File: src/rtl/apb_regs_wrapper_if.sv
// Host-side transaction port of apb_regs_wrapper: request/response strobes,
// level interrupt out and the three done status inputs.
interface apb_regs_wrapper_if #(
  parameter int ADDR_WIDTH = 16,
  parameter int DATA_WIDTH = 32
);
  logic                  tx_valid;
  logic [1:0]            tx_encode;
  logic [ADDR_WIDTH-1:0] tx_addr;
  logic [DATA_WIDTH-1:0] tx_wdata;
  logic [DATA_WIDTH-1:0] tx_rdata;
  logic                  tx_rvalid;
  logic                  Intr;
  logic                  Tx_done_i;
  logic                  Rx_done_i;
  logic                  Arb_done_i;

  modport master (
    output tx_valid, tx_encode, tx_addr, tx_wdata, Tx_done_i, Rx_done_i, Arb_done_i,
    input  tx_rdata, tx_rvalid, Intr
  );

  modport slave (
    input  tx_valid, tx_encode, tx_addr, tx_wdata, Tx_done_i, Rx_done_i, Arb_done_i,
    output tx_rdata, tx_rvalid, Intr
  );
endinterface

File: src/rtl/apb_regs_wrapper.sv
// Transaction port -> internal APB3 master -> 11-word register file (0x00-0x28).
// Optional macro APB_SLVERR_EN: slave error response plus sticky error bit INTR_STAT[3].
module apb_regs_wrapper #(
  parameter int ADDR_WIDTH = 16,
  parameter int DATA_WIDTH = 32
) (
  input logic               pclk,
  input logic               preset,
  apb_regs_wrapper_if.slave bus
);
`ifdef APB_SLVERR_EN
  localparam int IW = 4;
`else
  localparam int IW = 3;
`endif
  localparam logic [1:0] IDLE = 2'd0, SETUP = 2'd1, ACCESS = 2'd2;

  logic [1:0]            state;
  logic [ADDR_WIDTH-1:0] paddr;
  logic [DATA_WIDTH-1:0] pwdata, prdata;
  logic                  pwrite, psel, penable, pready, pslverr;
  logic                  req, cap, acc, hit, wr;
  logic [3:0]            idx;

  logic [DATA_WIDTH-1:0] ctrl;
  logic [DATA_WIDTH-1:0] data [7];
  logic [2:0]            status;
  logic [IW-1:0]         intr_en, intr_stat, stat_set, stat_clr;
  logic                  intr, rvalid;
  logic [DATA_WIDTH-1:0] rdata;

  assign req     = bus.tx_valid & ~bus.tx_encode[1];
  assign psel    = (state != IDLE);
  assign penable = (state == ACCESS);
  assign pready  = 1'b1;
  assign acc     = psel & penable;
  // a new request is only taken in IDLE or in the completing ACCESS cycle
  assign cap     = req & ((state == IDLE) | (acc & pready));

  always_ff @(posedge pclk or posedge preset)
    if (preset) state <= IDLE;
    else
      case (state)
        IDLE:    if (cap) state <= SETUP;
        SETUP:   state <= ACCESS;
        ACCESS:  if (pready) state <= cap ? SETUP : IDLE;
        default: state <= IDLE;
      endcase

  always_ff @(posedge pclk or posedge preset)
    if (preset) begin
      paddr  <= '0;
      pwdata <= '0;
      pwrite <= 1'b0;
    end else if (cap) begin
      paddr  <= bus.tx_addr;
      pwdata <= bus.tx_wdata;
      pwrite <= bus.tx_encode[0];
    end

  assign idx = paddr[5:2];
  assign hit = (paddr[1:0] == 2'b00) & ~|paddr[ADDR_WIDTH-1:6] & (idx <= 4'd10);
  assign wr  = acc & pready & pwrite & hit & (idx != 4'd1);

  always_comb begin
    prdata = '0;
    if (hit)
      case (idx)
        4'd0:    prdata = ctrl;
        4'd1:    prdata = DATA_WIDTH'(status);
        4'd2:    prdata = DATA_WIDTH'(intr_en);
        4'd3:    prdata = DATA_WIDTH'(intr_stat);
        default: prdata = data[3'(idx - 4'd4)];
      endcase
  end

`ifdef APB_SLVERR_EN
  assign pslverr  = acc & (~hit | (pwrite & (idx == 4'd1)));
  assign stat_set = {pslverr & pready, bus.Arb_done_i, bus.Rx_done_i, bus.Tx_done_i};
`else
  assign pslverr  = 1'b0;
  assign stat_set = {bus.Arb_done_i, bus.Rx_done_i, bus.Tx_done_i};
`endif
  assign stat_clr = (wr && idx == 4'd3) ? pwdata[IW-1:0] : '0;

  // set is OR-ed after the clear so a new event wins over a simultaneous W1C
  always_ff @(posedge pclk or posedge preset)
    if (preset) begin
      ctrl      <= '0;
      status    <= '0;
      intr_en   <= '0;
      intr_stat <= '0;
      intr      <= 1'b0;
      for (int i = 0; i < 7; i++) data[i] <= '0;
    end else begin
      status    <= {bus.Arb_done_i, bus.Rx_done_i, bus.Tx_done_i};
      intr_stat <= (intr_stat & ~stat_clr) | stat_set;
      intr      <= |(intr_stat & intr_en);
      if (wr)
        case (idx)
          4'd0:       ctrl <= pwdata;
          4'd2:       intr_en <= pwdata[IW-1:0];
          4'd1, 4'd3: ;
          default:    data[3'(idx - 4'd4)] <= pwdata;
        endcase
    end

  always_ff @(posedge pclk or posedge preset)
    if (preset) begin
      rvalid <= 1'b0;
      rdata  <= '0;
    end else begin
      rvalid <= acc & pready & ~pwrite;
      if (acc & pready & ~pwrite) rdata <= pslverr ? '0 : prdata;
    end

  assign bus.tx_rvalid = rvalid;
  assign bus.tx_rdata  = rdata;
  assign bus.Intr      = intr;
endmodule

File: src/flat_wrapper.sv
// flat-port wrapper written by rule: the top's interface ports become plain ports
module apb_regs_wrapper_flat 
#(
  parameter int ADDR_WIDTH = 16,
  parameter int DATA_WIDTH = 32
)
  (pclk, preset, bus_tx_valid, bus_tx_encode, bus_tx_addr, bus_tx_wdata, bus_Tx_done_i, bus_Rx_done_i, bus_Arb_done_i, bus_tx_rdata, bus_tx_rvalid, bus_Intr);
  apb_regs_wrapper_if #(.ADDR_WIDTH(ADDR_WIDTH), .DATA_WIDTH(DATA_WIDTH)) bus_i ();
  input logic pclk;
  input logic preset;
  input wire logic [$bits(bus_i.tx_valid)-1:0] bus_tx_valid;
  input wire logic [$bits(bus_i.tx_encode)-1:0] bus_tx_encode;
  input wire logic [$bits(bus_i.tx_addr)-1:0] bus_tx_addr;
  input wire logic [$bits(bus_i.tx_wdata)-1:0] bus_tx_wdata;
  input wire logic [$bits(bus_i.Tx_done_i)-1:0] bus_Tx_done_i;
  input wire logic [$bits(bus_i.Rx_done_i)-1:0] bus_Rx_done_i;
  input wire logic [$bits(bus_i.Arb_done_i)-1:0] bus_Arb_done_i;
  output wire logic [$bits(bus_i.tx_rdata)-1:0] bus_tx_rdata;
  output wire logic [$bits(bus_i.tx_rvalid)-1:0] bus_tx_rvalid;
  output wire logic [$bits(bus_i.Intr)-1:0] bus_Intr;
  assign bus_i.tx_valid = bus_tx_valid;
  assign bus_i.tx_encode = bus_tx_encode;
  assign bus_i.tx_addr = bus_tx_addr;
  assign bus_i.tx_wdata = bus_tx_wdata;
  assign bus_i.Tx_done_i = bus_Tx_done_i;
  assign bus_i.Rx_done_i = bus_Rx_done_i;
  assign bus_i.Arb_done_i = bus_Arb_done_i;
  assign bus_tx_rdata = bus_i.tx_rdata;
  assign bus_tx_rvalid = bus_i.tx_rvalid;
  assign bus_Intr = bus_i.Intr;
  apb_regs_wrapper #(.ADDR_WIDTH(ADDR_WIDTH), .DATA_WIDTH(DATA_WIDTH)) u_core (.pclk(pclk), .preset(preset), .bus(bus_i));
endmodule
File: config.mk
export PLATFORM = sky130hd
export DESIGN_NAME = apb_regs_wrapper_flat
export DESIGN_NICKNAME = d
export VERILOG_FILES = /design/src/rtl/apb_regs_wrapper_if.sv /design/src/rtl/apb_regs_wrapper.sv /design/src/flat_wrapper.sv
export SDC_FILE = /design/constraint.sdc
export NUM_CORES = 1
export LEC_CHECK = 0
export BUFFER_PORTS_ARGS = -buffer_cell sky130_fd_sc_hd__buf_2
export CELL_PAD_IN_SITES_DETAIL_PLACEMENT = 0
export CELL_PAD_IN_SITES_GLOBAL_PLACEMENT = 1
export CORE_MARGIN = 2
export CORE_UTILIZATION = 45
export CTS_BUF_LIST = sky130_fd_sc_hd__clkbuf_8
export DETAILED_ROUTE_END_ITERATION = 16
export GPL_ROUTABILITY_DRIVEN = 0
export PLACE_DENSITY_LB_ADDON = 0.12
export SLEW_MARGIN = 20
export SYNTH_ARGS = -nofsm -noshare
export SYNTH_HDL_FRONTEND = slang
export SYNTH_SLANG_ARGS = --single-unit
File: constraint.sdc
create_clock -name pclk -period 28 [get_ports pclk]
set_clock_uncertainty 0.15 [all_clocks]
set_input_delay 4.2 -clock pclk [delete_from_list [all_inputs] [get_ports pclk]]
set_output_delay 4.2 -clock pclk [all_outputs]
set_load 0.01 [all_outputs]
==> run summary, run 1 <==
Outcome: complete, no violations
Post-CTS setup buffers: 0
Int Power: 0.825 mW
DRC viols: 0
Number of hold violations in the final report: 0
Clock latency at the later pin of the worst-skew pair: 0.62 ns
GR Util All Layers: 21.7%
Count of antenna diodes in the layout: 0
Pwr dens: 63.8 mW/mm²
Worst voltage drop across the vdd grid: 31.7 µV
Post-cts repair resize count: 0
H-tree levels: 2
Top-Level Pins: 90
Number of inserted filler cells in the final layout: 3003
Proportion of netlist area held by the largest area contributor: 55.9%
Total length of routed wires: 38100 µm
Main combinational cell family by area after synthesis: multiplexers
Type of the worst setup path: input pin to async pin
Cell types occupying the most area after synthesis: dfrtp_1 56%, mux2_2 16%, mux2_4 8.6%
Cell with the largest stage delay on the worst path: buf_4
TritonCTS clock tree: built
Mean Syn Cell Area: 14.1 µm²
Fraction of the mapped netlist area in compound gates: 8.36%
Placement Cell Area: 0.0165 mm²
Post-CTS Hold Fix Bufs: 0
Post-synthesis share of cell area spent on full adders, half adders and majority gates: 0%
Non-filler cells in the finished layout: 1697
Clock share of power: 41.1%
Final ANT Viol Nets: 0
Finish-stage setup viols: 0
Setup repair after global routing missed its margin: false
Hold Worst Slack: 0.298 ns
Core area: 0.0344 mm²
Final slew viol count: 0
Final worst path period share: 21.9%
Mux contribution to synthesized area: 28.4%
Family with the most delay on the worst path: buffers and inverters
Final global-route overflow total: 0
Synthesis-to-finish area growth: 13.2%
Maximum fanout count along the critical path: 97
Antenna violations before repair: 0
FFs w/ async S/R, synth: 100%
Total via count after detailed routing: 9568
CTS buffer count: 60
Summed negative setup slack over all endpoints: 0 ns
DIE HEIGHT: 191 µm
Vias/cell: 5.64
Wire length of the first global-routing pass: 60400 µm
Xor-xnor portion of the synthesized cell area: 0%
Static Leakage: 8.80 nW
Simple-gate share of the synthesized area: 4.50%
Max-Cap Viols: 0
Crit-path cells: buf_2 -> inv_8 -> buf_4 -> buf_4
Number of distinct standard cells referenced by the synthesized netlist: 50
Power spent charging and discharging nets: 0.305 mW
Part of the power in combinational logic: 9.8%
Total instance count after detailed placement: 1592
Net switching fraction of the power: 27.0%
Minimum clock period: 6.13 ns
Starting Density: 45.5%
Library cell appearing most often on the critical path: buf_4
Data required, critical path: 28.45 ns
Slew Limit Headroom: 28.6%
PortBufs: 89
DRT iter0 DRCs: 394
Worst hold path class: flip-flop to flip-flop
Delay of the slowest cell on the worst path: 0.82 ns
Average wire per cell in the routed design: 22.4 µm
Total number of placement rows: 68
Most used flip-flop cell after synthesis: dfrtp_1
Post-detailed-placement half-perimeter wirelength: 21100 µm
Data arrival at the endpoint of the critical path: 6.59 ns
Least-Margin Pin Slew: 1.06 ns
Reg power frac: 49.0%
Crit. End Element: async pin
Register bit count reported by yosys: 350
Number of nets in the final layout: 1255
Largest net degree at the start of global routing: 98
Register area share after synthesis: 55.9%
First-pass iteration count of the detailed router: 4
Reg clk slew, reported paths: 0.06 ns
Warnings, synthesis: 0
Number of synthesized flops with an enable pin: 0
Number of global-route vias before repair: 10143
Fraction of layout instances using a drive strength above 1: 43.6%
Die width: 191 µm
Nature of the critical path startpoint: input pin
Leading area contributor after synthesis: dfrtp_1
Net count after synthesis: 1168
Synthesized instance count: 1112
Library cell used as clock root buffer: clkbuf_8
Total standard cell area after synthesis: 0.0157 mm²
PnR Total Power: 1.13 mW
Final standard cell area without fillers: 0.0177 mm²
# clock sinks: 350
CP Buf/Inv Count: 4
Floorplan die area: 0.0363 mm²
Number of buffers on the longest clock path: 3
Top achievable clock speed: 163 MHz
[layout make-up]
class	instances	area, µm²	area share, %
clock buffer	80	1100	6.21
clock inverter	25	128	0.720
inverter	8	37.5	0.212
multi-input combinational	669	6520	36.8
sequential	350	8770	49.5
tap	455	569	3.21
timing repair buffer	110	603	3.40
[Yosys cell counts, types with 8 or more instances]
master / number
dfrtp_1: 350
mux2_2: 227
mux2_4: 90
clkbuf_1: 44
o21ai_0: 36
mux2i_1: 32
nor2_1: 31
a32oi_1: 29
o211ai_1: 23
nand3_1: 21
buf_2: 20
nand2_1: 16
o221ai_1: 16
a21oi_1: 15
buf_1: 12
nand2b_1: 11
o22a_1: 11
o22ai_1: 11
nor2b_1: 10
buf_6: 9
nor3_1: 9
o31ai_1: 9
inv_1: 8
[routing by layer]
layer  wire, µm  vias to the layer above  track usage [%]
met3       1450                       63             4.01
li1           -                     4298                -
met5          0                        -                0
met4        705                        0             5.66
met1      17700                     5038             29.9
met2      18300                      169             35.6
[state kept, by name (all words and copies together) (netlist names)]
| register | cells |
|---|---|
| u_core.bus.tx_rvalid | 1 |
| u_core.bus.tx_rdata | 32 |
| u_core.ctrl | 32 |
| u_core.status | 3 |
| u_core.intr_en | 3 |
| u_core.pwdata | 32 |
| u_core.pwrite | 1 |
| u_core.intr_stat | 3 |
| u_core.state | 2 |
| u_core.paddr | 16 |
| u_core.data | 224 |
| u_core.bus.Intr | 1 |
[power groups by stage]
stage | combinational (mW) | sequential, mW | clock [mW]
4_1_cts | 0.113 | 0.555 | 0.479
6_report | 0.111 | 0.554 | 0.465
5_1_grt | 0.123 | 0.558 | 0.503
3_5_place_dp | 0.113 | 0.564 | 0
2_1_floorplan | 0.0873 | 0.542 | 0
3_3_place_gp | 0.112 | 0.563 | 0
[cells by family after synthesis]
logic type / after synthesis
buffers and inverters: 93
AOI/OAI and AO/OA: 178
muxes: 362
DFF: 350
and+or+nand+nor: 129
[worst paths after layout]
check | from | to | slack (ns) | depth (start not counted)
max | preset | u_core.data[36]$_DFFE_PP0P_ | 21.87 | 4
min | u_core.state[1]$_DFFE_PP0P_ | u_core.state[1]$_DFFE_PP0P_ | 0.30 | 1
max reg2reg | u_core.paddr[4]$_DFFE_PP0P_ | u_core.data[195]$_DFFE_PP0P_ | 23.55 | 5
min reg2reg | u_core.state[1]$_DFFE_PP0P_ | u_core.state[1]$_DFFE_PP0P_ | 0.30 | 1
max in group pclk | u_core.bus.tx_rdata[4]$_DFFE_PP0P_ | bus_tx_rdata[4] | 22.44 | 1
min in group asynchronous | preset | u_core.pwdata[29]$_DFFE_PP0P_ | 3.51 | 2
[cell usage in the layout (no fill, tap or decap), drive strengths merged, types with 3 or more instances in the layout]
cell type	n
a211oi	4
a21boi	3
a21oi	15
a221o	3
a2bb2oi	7
a32oi	29
and2	3
buf	110
clkbuf	80
clkinv	3
dfrtp	350
inv	28
mux2	324
mux2i	32
mux4	6
nand2	16
nand2b	11
nand3	21
nor2	31
nor2b	10
nor3	10
nor4	6
o211ai	23
o21ai	36
o221ai	16
o22a	11
o22ai	11
o2bb2ai	3
o31ai	9
or2	3
or3	3
or4	7
[stage by stage]
| step | worst slack [ns] | util [%] |
|---|---|---|
| finish | 21.87 | 51.6 |
| global route | 21.50 | 51.6 |
| CTS | 21.79 | 51.6 |
| detailed placement | 21.09 | 48.0 |
| global placement | 21.14 | 48.0 |
| floorplan | 13.94 | - |
[worst register-to-register path, delay by kind of cell, from the launching register on]
kind | cells | cell delay (ns)
mux | 1 | 0.40
buf+inv | 2 | 1.39
flops | 1 | 0.91
simple gates | 2 | 1.49
No activity file was read; power rests on OpenSTA's default activity.
==> inputs of run 2 (changes only) <==
==> constraint.sdc (replaced) <==
create_clock -name pclk -period 5.2 [get_ports pclk]
set_clock_uncertainty 0.15 [all_clocks]
set_input_delay 0.78 -clock pclk [delete_from_list [all_inputs] [get_ports pclk]]
set_output_delay 0.78 -clock pclk [all_outputs]
set_load 0.01 [all_outputs]
==> run 2 against run 1 <==
Via count down 0.37%. Hold slack got worse by 0.19 ns. First-iteration DRC count up 31%. Register-to-register slack lost 22 ns. Largest cell class unchanged. Final cell count rose by 0.59%. Cell area rose by 0.64%. Total power increased to 5.4 times the previous value. Critical path type is now flip-flop to flip-flop. Global-route usage fell by 0.40 points.
==> run summary, run 2 (synthesis gave the netlist of run 1 again) <==
Final standard cell area without fillers: 0.0178 mm² (+0.64%)
Top achievable clock speed: 286 MHz
Top register by number of flip-flops: u_core.data
Starting Density: 45.5% (unchanged)
First-pass iteration count of the detailed router: 4 (unchanged)
Least-Margin Pin Slew: 0.875 ns (-0.188 ns)
Total length of routed wires: 37300 µm (-2.1%)
Data required, critical path: 5.55 ns (-22.90 ns)
Worst hold path class: input pin to async pin
Post-CTS setup buffers: 0 (unchanged)
Pwr dens: 344 mW/mm² (+440%)
Post-cts repair resize count: 0 (unchanged)
Routed length on met1: 17500 µm (-0.78%)
Total instance count after detailed placement: 1598 (+0.38%)
Data arrival at the endpoint of the critical path: 3.84 ns (-2.75 ns)
Vias/cell: 5.58 (-0.95%)
Synthesis-to-finish area growth: 14.0%
DIE HEIGHT: 191 µm (unchanged)
Number of nets in the final layout: 1260 (+0.40%)
Worst reg2reg path endpoint: u_core.data[106]$_DFFE_PP0P_
DRT iter0 DRCs: 516 (+31%)
Total via count after detailed routing: 9533 (-0.37%)
Count of antenna diodes in the layout: 0 (unchanged)
Largest net degree at the start of global routing: 104 (+6.1%)
Final ANT Viol Nets: 0 (unchanged)
Core area: 0.0344 mm² (unchanged)
Non-filler cells in the finished layout: 1707 (+0.59%)
Number of buffers on the longest clock path: 3 (unchanged)
Outcome: complete, no violations
CTS buffer count: 59 (-1.7%)
Wire length of the first global-routing pass: 59700 µm (-1.1%)
PortBufs: 89 (unchanged)
Max-Cap Viols: 0 (unchanged)
Die width: 191 µm (unchanged)
Slew Limit Headroom: 41.6% (+13 points)
Cell with the largest stage delay on the worst path: or4_2
Final worst path period share: 67.2%
Final global-route overflow total: 0 (unchanged)
Crit. End Element: flip-flop
Crit-path cells: a21o_1 -> a211o_4 -> or4_2 -> buf_4 -> mux2_4
Metal3 WL: 1270 µm (-12%)
Launch point of the worst reg-to-reg path: u_core.paddr[2]$_DFFE_PP0P_
# clock sinks: 350 (unchanged)
Nature of the critical path startpoint: flip-flop
Floorplan die area: 0.0363 mm² (unchanged)
Delay of the slowest cell on the worst path: 1.05 ns (+0.23 ns)
Static Leakage: 8.86 nW (+0.67%)
Register-to-register path setup slack: 1.70 ns (-21.85 ns)
Cells on worst reg2reg path: 5 (unchanged)
Library cell used as clock root buffer: clkbuf_8
Placement Cell Area: 0.0166 mm² (+0.46%)
DRC viols: 0 (unchanged)
Fraction of layout instances using a drive strength above 1: 44.2% (+0.53 points)
Total number of placement rows: 68 (unchanged)
Highest signal layer in the routed design: met4
Finish-stage setup viols: 0 (unchanged)
Top-Level Pins: 90 (unchanged)
Maximum fanout count along the critical path: 51 (-47%)
Summed negative setup slack over all endpoints: 0 ns (unchanged)
Antenna violations before repair: 0 (unchanged)
Average wire per cell in the routed design: 21.8 µm (-2.6%)
PnR Total Power: 6.13 mW (+440%)
Reg clk slew, reported paths: 0.06 ns (about the same)
Post-detailed-placement half-perimeter wirelength: 21600 µm (+2.2%)
H-tree levels: 2 (unchanged)
Post-CTS Hold Fix Bufs: 0 (unchanged)
TritonCTS clock tree: built
Number of global-route vias before repair: 10081 (-0.61%)
GR Util All Layers: 21.3% (-0.40 points)
Top library cells by usage in the layout, fill and taps aside: 347 x dfrtp_1, 227 x mux2_2, 90 x mux2_4
Post-layout utilization of the core: 51.9% (+0.33 points)
Met2 layer wire length in the routed design: 17800 µm (-2.3%)
Type of the worst setup path: flip-flop to flip-flop
Number of hold violations in the final report: 0 (unchanged)
Final slew viol count: 0 (unchanged)
Flip-flop count of the largest register, all copies and words added: 224 (unchanged)
Clock latency at the later pin of the worst-skew pair: 0.63 ns (about the same)
Minimum clock period: 3.50 ns
Setup repair after global routing missed its margin: false
Commonest non-fill, non-tap cell in the layout: dfrtp_1
Worst voltage drop across the vdd grid: 188 µV (+490%)
## run 2: worst max path at each step
| stage | to | slack [ns] | from |
|---|---|---|---|
| after floorplan | u_core.bus.Intr$_DFF_PP0_ | -0.42 | preset |
| after global placement | u_core.data[101]$_DFFE_PP0P_ | 1.75 | u_core.paddr[2]$_DFFE_PP0P_ |
| after detailed placement | u_core.data[114]$_DFFE_PP0P_ | 1.71 | u_core.paddr[2]$_DFFE_PP0P_ |
| after CTS | u_core.data[106]$_DFFE_PP0P_ | 1.71 | u_core.paddr[2]$_DFFE_PP0P_ |
| after global routing | u_core.data[111]$_DFFE_PP0P_ | 1.65 | u_core.paddr[2]$_DFFE_PP0P_ |
| final | u_core.data[106]$_DFFE_PP0P_ | 1.70 | u_core.paddr[2]$_DFFE_PP0P_ |
## run 2: per-layer routing
metal	GRT usage [%]	vias to the layer above
li1	-	4323
met1	30.0	4996
met2	34.1	165
met3	3.28	49
met4	6.62	0
met5	0	-
## run 2: worst max-delay path: cells and delay by family, from the launching register on
kind            cells  cell delay [ns]
simple gates        1             1.05
flops               1             0.74
compound gates      2             0.68
buf+inv             1             0.39
mux                 1             0.33
## run 2: final cells by class
class                      count  area (µm²)
sequential                   350        8770
multi-input combinational    669        6520
timing repair buffer         116         686
clock inverter                24        96.3
clock buffer                  85        1170
tap                          455         569
fill                        3007       16500
inverter                       8        33.8
## run 2: stage by stage
| stage | setup WS [ns] | hold WS (ns) |
|---|---|---|
| after floorplan | -0.416 | 0.259 |
| after CTS | 1.71 | 0.0720 |
| after global placement | 1.75 | 0.275 |
| after global routing | 1.65 | 0.0863 |
| final | 1.70 | 0.106 |
| after detailed placement | 1.71 | 0.279 |
## run 2: power breakdown
group,internal [mW],switching (mW)
logic,0.242,0.366
clock network,1.43,1.11
registers,2.80,0.186
